$ cat config.mk
export PLATFORM = sky130hd
export DESIGN_NAME = line_axis_bridge
export DESIGN_NICKNAME = d
export VERILOG_FILES = /design/src/rtl/line_axis_bridge.sv
export SDC_FILE = /design/constraint.sdc
export NUM_CORES = 2
export LEC_CHECK = 0
export ABC_AREA = 1
export BUFFER_PORTS_ARGS = -buffer_cell sky130_fd_sc_hd__buf_2
export CAP_MARGIN = 20
export CORE_AREA = 2 2 510 512
export DETAILED_ROUTE_END_ITERATION = 7
export DIE_AREA = 0 0 512 514
export GPL_TIMING_DRIVEN = 0
export SLEW_MARGIN = 20
export SYNTH_ARGS = -nofsm -noshare
export SYNTH_HDL_FRONTEND = slang
export SYNTH_SLANG_ARGS = --single-unit
$ cat constraint.sdc
create_clock -name clk_in -period 2.25 [get_ports clk_in]
set_input_delay 0.5625 -clock clk_in [delete_from_list [all_inputs] [get_ports clk_in]]
set_output_delay 0.5625 -clock clk_in [all_outputs]
set_load 0.02 [all_outputs]
$ cat src/rtl/line_axis_bridge.sv
// Bridges the core's cache-line get/put memory port to a beat-wide AXI-stream channel.
// Requests go out as a header beat (plus data beats for writes); read beats are reassembled into lines.
module line_axis_bridge #(
    parameter  int LINE_W     = 512,
    parameter  int BEAT_W     = 128,
    parameter  int ADDR_W     = 26,
    parameter  int ADDR_SHIFT = 2,
    parameter  int MAX_OUTST  = 4,
    localparam int BEATS      = LINE_W / BEAT_W,
    localparam int CNT_W      = $clog2(MAX_OUTST + 1)
) (
    input  logic                       clk_in,
    input  logic                       rst_n_in,
    output logic                       getMReq_en,
    input  logic                       getMReq_rdy,
    input  logic [ADDR_W+LINE_W:0]     getMReq_data,
    output logic [BEAT_W-1:0]          req_axis_data,
    output logic                       req_axis_tuser,
    output logic                       req_axis_valid,
    input  logic                       req_axis_ready,
    input  logic [BEAT_W-1:0]          resp_axis_data,
    input  logic                       resp_axis_tuser,
    input  logic                       resp_axis_valid,
    output logic                       resp_axis_ready,
    output logic                       putMResp_en,
    input  logic                       putMResp_rdy,
    output logic [LINE_W-1:0]          putMResp_data,
    output logic [CNT_W-1:0]           outstanding_out,
    output logic                       proto_err_out
);
    localparam int IDX_W = (BEATS > 1) ? $clog2(BEATS) : 1;
    localparam logic [IDX_W-1:0] LAST = IDX_W'(BEATS - 1);

    typedef enum logic [1:0] {Q_IDLE, Q_HDR, Q_DATA} req_state_t;
    typedef enum logic {R_COLLECT, R_FULL} resp_state_t;

    req_state_t                   qstate;
    resp_state_t                  rstate;
    logic [BEATS-1:0][BEAT_W-1:0] line_q;
    logic [BEATS-1:0][BEAT_W-1:0] piece_q;
    logic [IDX_W-1:0]             idx_q, idx_nxt, cnt_q;
    logic                         wr_q;
    logic                         req_wr, read_take, beat_acc, beat_bad;
    logic [ADDR_W-1:0]            req_addr;
    logic [26:0]                  addr_ch;
    logic [BEAT_W-1:0]            hdr;

    assign req_wr     = getMReq_data[ADDR_W+LINE_W];
    assign req_addr   = getMReq_data[LINE_W +: ADDR_W];
    assign getMReq_en = getMReq_rdy && (qstate == Q_IDLE) &&
                        (req_wr || (outstanding_out < CNT_W'(MAX_OUTST)));
    assign read_take  = getMReq_en && !req_wr;
    assign idx_nxt    = idx_q + IDX_W'(1);

    // Header layout: {addr[26:0], len[26:0], write} in the low 55 bits.
    always_comb begin
        addr_ch    = 27'(req_addr) << ADDR_SHIFT;
        hdr        = '0;
        hdr[0]     = req_wr;
        hdr[27:1]  = 27'(BEATS);
        hdr[54:28] = addr_ch;
    end

    always_ff @(posedge clk_in) begin
        if (!rst_n_in) begin
            qstate         <= Q_IDLE;
            req_axis_valid <= 1'b0;
            req_axis_tuser <= 1'b0;
            req_axis_data  <= '0;
            line_q         <= '0;
            wr_q           <= 1'b0;
            idx_q          <= '0;
        end else begin
            case (qstate)
                Q_IDLE: if (getMReq_en) begin
                    line_q         <= getMReq_data[LINE_W-1:0];
                    wr_q           <= req_wr;
                    req_axis_valid <= 1'b1;
                    req_axis_tuser <= 1'b1;
                    req_axis_data  <= hdr;
                    qstate         <= Q_HDR;
                end
                Q_HDR: if (req_axis_ready) begin
                    if (wr_q) begin
                        req_axis_tuser <= 1'b0;
                        req_axis_data  <= line_q[0];
                        idx_q          <= '0;
                        qstate         <= Q_DATA;
                    end else begin
                        req_axis_valid <= 1'b0;
                        req_axis_tuser <= 1'b0;
                        req_axis_data  <= '0;
                        qstate         <= Q_IDLE;
                    end
                end
                Q_DATA: if (req_axis_ready) begin
                    if (idx_q == LAST) begin
                        req_axis_valid <= 1'b0;
                        req_axis_data  <= '0;
                        qstate         <= Q_IDLE;
                    end else begin
                        req_axis_data  <= line_q[idx_nxt];
                        idx_q          <= idx_nxt;
                    end
                end
                default: qstate <= Q_IDLE;
            endcase
        end
    end

    assign beat_acc      = resp_axis_valid && resp_axis_ready;
    assign beat_bad      = resp_axis_tuser || (outstanding_out == '0);
    assign putMResp_en   = putMResp_rdy && (rstate == R_FULL);
    assign putMResp_data = piece_q;

    // Bad beats are swallowed without advancing cnt so a later clean burst still lines up.
    always_ff @(posedge clk_in) begin
        if (!rst_n_in) begin
            rstate          <= R_COLLECT;
            resp_axis_ready <= 1'b0;
            cnt_q           <= '0;
            piece_q         <= '0;
            proto_err_out   <= 1'b0;
        end else begin
            if (beat_acc && beat_bad)
                proto_err_out <= 1'b1;
            case (rstate)
                R_COLLECT: begin
                    resp_axis_ready <= 1'b1;
                    if (beat_acc && !beat_bad) begin
                        piece_q[cnt_q] <= resp_axis_data;
                        if (cnt_q == LAST) begin
                            cnt_q           <= '0;
                            resp_axis_ready <= 1'b0;
                            rstate          <= R_FULL;
                        end else begin
                            cnt_q <= cnt_q + IDX_W'(1);
                        end
                    end
                end
                R_FULL: if (putMResp_en) begin
                    resp_axis_ready <= 1'b1;
                    rstate          <= R_COLLECT;
                end
                default: rstate <= R_COLLECT;
            endcase
        end
    end

    always_ff @(posedge clk_in) begin
        if (!rst_n_in)
            outstanding_out <= '0;
        else if (read_take && !putMResp_en)
            outstanding_out <= outstanding_out + CNT_W'(1);
        else if (!read_take && putMResp_en && (outstanding_out != '0))
            outstanding_out <= outstanding_out - CNT_W'(1);
    end
endmodule

==> flow_summary.yaml <==
synthesis:
  synth_cell_type_count: 22
  synth_xor_area_share_pct: 0
  synth_area_sq_um: 47600
  synth_area_leaders: "dfxtp_1, nand2_1, a21oi_1, o21ai_0, nand3_1"
  synthSimpleGateAreaFrac_pct: 22.7
  synth_fa_ha_area_share_pct: 0.279
  synth_seq_cells: 1167
  synth_top_family_by_area: "simple AND/OR/NAND/NOR gates"
  synth_compound_gate_area_share_pct: 18.0
  synth_sequential_area_ratio_pct: 49.1
  syn_inst: 6667
  yosysTopAreaCell: "dfxtp_1"
  synth_top_area_share_pct: 49.1
  syn_nets: 7351
  syn_avg_cell_area_sq_um: 7.14
  synthMuxAreaShare_pct: 0
  yosys_warnings: 0
sta:
  finalSetupViolCount: 22
  finalCritPeriodShare_pct: 104
  setup_slack_ns: -0.0815
  timing.final.crit_period_ns: 2.33
  rsz0062_at_grt: "true"
  finalHoldViolations: 0
  relSlewSlack_pct: 32.8
  fmax_mhz: 429
  worst_pin_slew_ns: 1.01
  finalMaxSlewViolations: 0
  finalClockSkew_ns: 0.0481
critical_path:
  slowest_delay_ns: 0.55
  path_delay_family: "buffers and inverters"
  endpoint_kind: "flop"
  reg2reg_to: "line_q[355]"
  reg2reg_slack_ns: -0.08
  critPathLaunch: "qstate[1]"
  r2r_cells: 9
  critical_path_class: "reg -> reg"
  crit_path_cell_trace: "inv_4 -> ha_4 -> nand2_2 -> inv_2 -> nand2_4 -> buf_2 -> clkbuf_2 -> o21ai_0 -> a21oi_1"
  worst_ep_arrival_time_ns: 3.04
  start_kind: "flop"
  r2r_start: "qstate[1]"
  critPathBufInv: 4
  required_ns: 2.96
  cp_slowest_cell: "buf_2"
  cp_max_fo: 10
finish:
  final_common_cell: "nand2_1"
  layout-drive-gt1-share_pct: 23.2
  final_cell_area_sq_um: 65200
  area_growth_pct: 37.0
  final_nets: 8927
  layout_common_cells: "nand2_1, buf_2, dfxtp_1"
  final_util_pct: 25.3
  fillers: 29077
power_and_ir_drop:
  powerDensity_nw_per_um2: 1130
  vdd_drop_max_uv: 740
  power.total_mw: 73.8
  leakage_nw: 28.8
place:
  place_congestion: 0.994
  portBuffers: 1321
  dpl_cell_area_sq_um: 58600
  dp_hpwl_mm: 248
job:
  drv_cap: 0
global_route:
  antenna_found_initial: 132
  grt.total_usage_pct: 21.7
  grt_pass1_wl_mm: 399
  grt_remaining_overflow: 0
  grt_pass1_vias: 49012
  grt_max_degree: 17
drt:
  wl_per_cell_um: 25.3
  drcViolationCount: 0
  drt_iter0_markers: 5653
  drt_first_pass_iters: 6
  vias: 53825
  routed_wl_mm: 300
  ant_nets: 0
  via_per_inst: 4.54
floorplan:
  ioPinCount: 1323
  die_h_um: 514
  start_util_pct: 18.4
  die_width_um: 512
  die-area_sq_um: 263000
  placementRows: 187
  core_region_area_sq_um: 258000
cts:
  cts-buffers-inserted: 140
  clock_path_buffers: 3
  clock_latency_ns: 0.80
  cts_tree: "built"
  clockRootBuffer: "clkbuf_16"
  path_clk_slew_ns: 0.06
  htree_num_levels: 4
  cts_sinks: 1167
worst_hold_path:
  hold_class: "in -> reg"
  hp-start: "getMReq_data[171]"
  whs_path_depth: 3
  min_to: "line_q[171]"
outcome:
  violations: "setup timing"
  status: "finished, violations left"
Yosys cell counts:
| library cell | number |
|---|---|
| a21oi_1 | 1033 |
| a31oi_1 | 1 |
| buf_1 | 26 |
| buf_2 | 180 |
| buf_4 | 38 |
| buf_6 | 10 |
| clkbuf_1 | 287 |
| clkinv_1 | 1 |
| dfxtp_1 | 1167 |
| fa_1 | 1 |
| ha_1 | 9 |
| inv_1 | 585 |
| inv_2 | 6 |
| nand2_1 | 1685 |
| nand2_2 | 3 |
| nand3_1 | 643 |
| nand3_2 | 1 |
| nor2_1 | 284 |
| nor2_2 | 1 |
| o211ai_1 | 1 |
| o21ai_0 | 680 |
| or2_2 | 25 |
worst min-delay path, stage by stage:
cell     delay [ns]
buf_2          0.09
o21ai_0        0.08
a21oi_1        0.10
timing repair:
action | CTS | global route
pin swaps | 1 | 1
endpoints found under the setup margin | 1089 | 446
hold buffers | 103 | 0
buffers inserted | 5 | 1
gates resized for setup | 144 | 117
endpoints found under the hold margin | 104 | 0
final cells by class:
type,count,area [sq um],share of cell area (%)
diodes,109,273,0.418
plain buffers,539,2880,4.42
clock buffers,198,4020,6.17
clock inverters,55,709,1.09
inverters,592,2230,3.43
multi-input cells,4367,19600,30.1
flip-flops and latches,1167,23400,35.9
well taps,3402,4260,6.53
repair buffers,1436,7830,12.0
per-layer routing:
metal / wire length [um] / share of wire (%) / vias to the layer above / global-route usage, %
li1: - / - / 24862 / -
met1: 131000 / 44 / 25367 / 29.4
met2: 125000 / 42 / 2971 / 32.1
met3: 30000 / 10 / 587 / 5.89
met4: 14300 / 4.8 / 38 / 9.54
met5: 252 / 0.084 / - / 0
worst max path at each step:
stage          depth (start not counted)  slack (ns)                  to
2_1_floorplan                         13        0.40  outstanding_out[2]
3_3_place_gp                           6       -1.53  putMResp_data[382]
3_5_place_dp                           6       -1.31  req_axis_data[105]
4_1_cts                                7       -0.12          getMReq_en
5_1_grt                                7       -0.14          getMReq_en
6_report                               9       -0.08         line_q[355]
power breakdown:
group	leakage, nW	switching, mW	internal (mW)
registers	9.52	1.00	23.6
clock network	2.31	10.2	13.6
logic	16.9	18.3	7.06
total	28.8	29.6	44.2
cells by family after synthesis:
group           Yosys count
buf+inv                1133
flops                  1167
compound gates         1715
fa+ha+maj                10
simple gates           2642
per-stage QoR:
| step | worst slack, ns | setup TNS [ns] | std cells | hold slack, ns |
|---|---|---|---|---|
| finish | -0.0815 | -0.573 | 11865 | 0.0749 |
| detailed placement | -1.31 | -527.84 | 11396 | 0.443 |
| global route | -0.143 | -1.77 | 11812 | 0.0319 |
| CTS | -0.116 | -0.287 | 11755 | 0.000255 |
| floorplan | 0.398 | 0 | 6667 | 0.429 |
| global placement | -1.53 | -976.33 | 11390 | 0.439 |
registers in the layout, indices dropped and copies added (netlist names):
name             flops
cnt_q                2
putMResp_data      512
resp_axis_ready      1
rstate               1
idx_q                2
qstate               2
proto_err_out        1
req_axis_tuser       1
line_q             512
wr_q                 1
req_axis_data      128
outstanding_out      3
req_axis_valid       1
(Power assumes the default switching activity.)
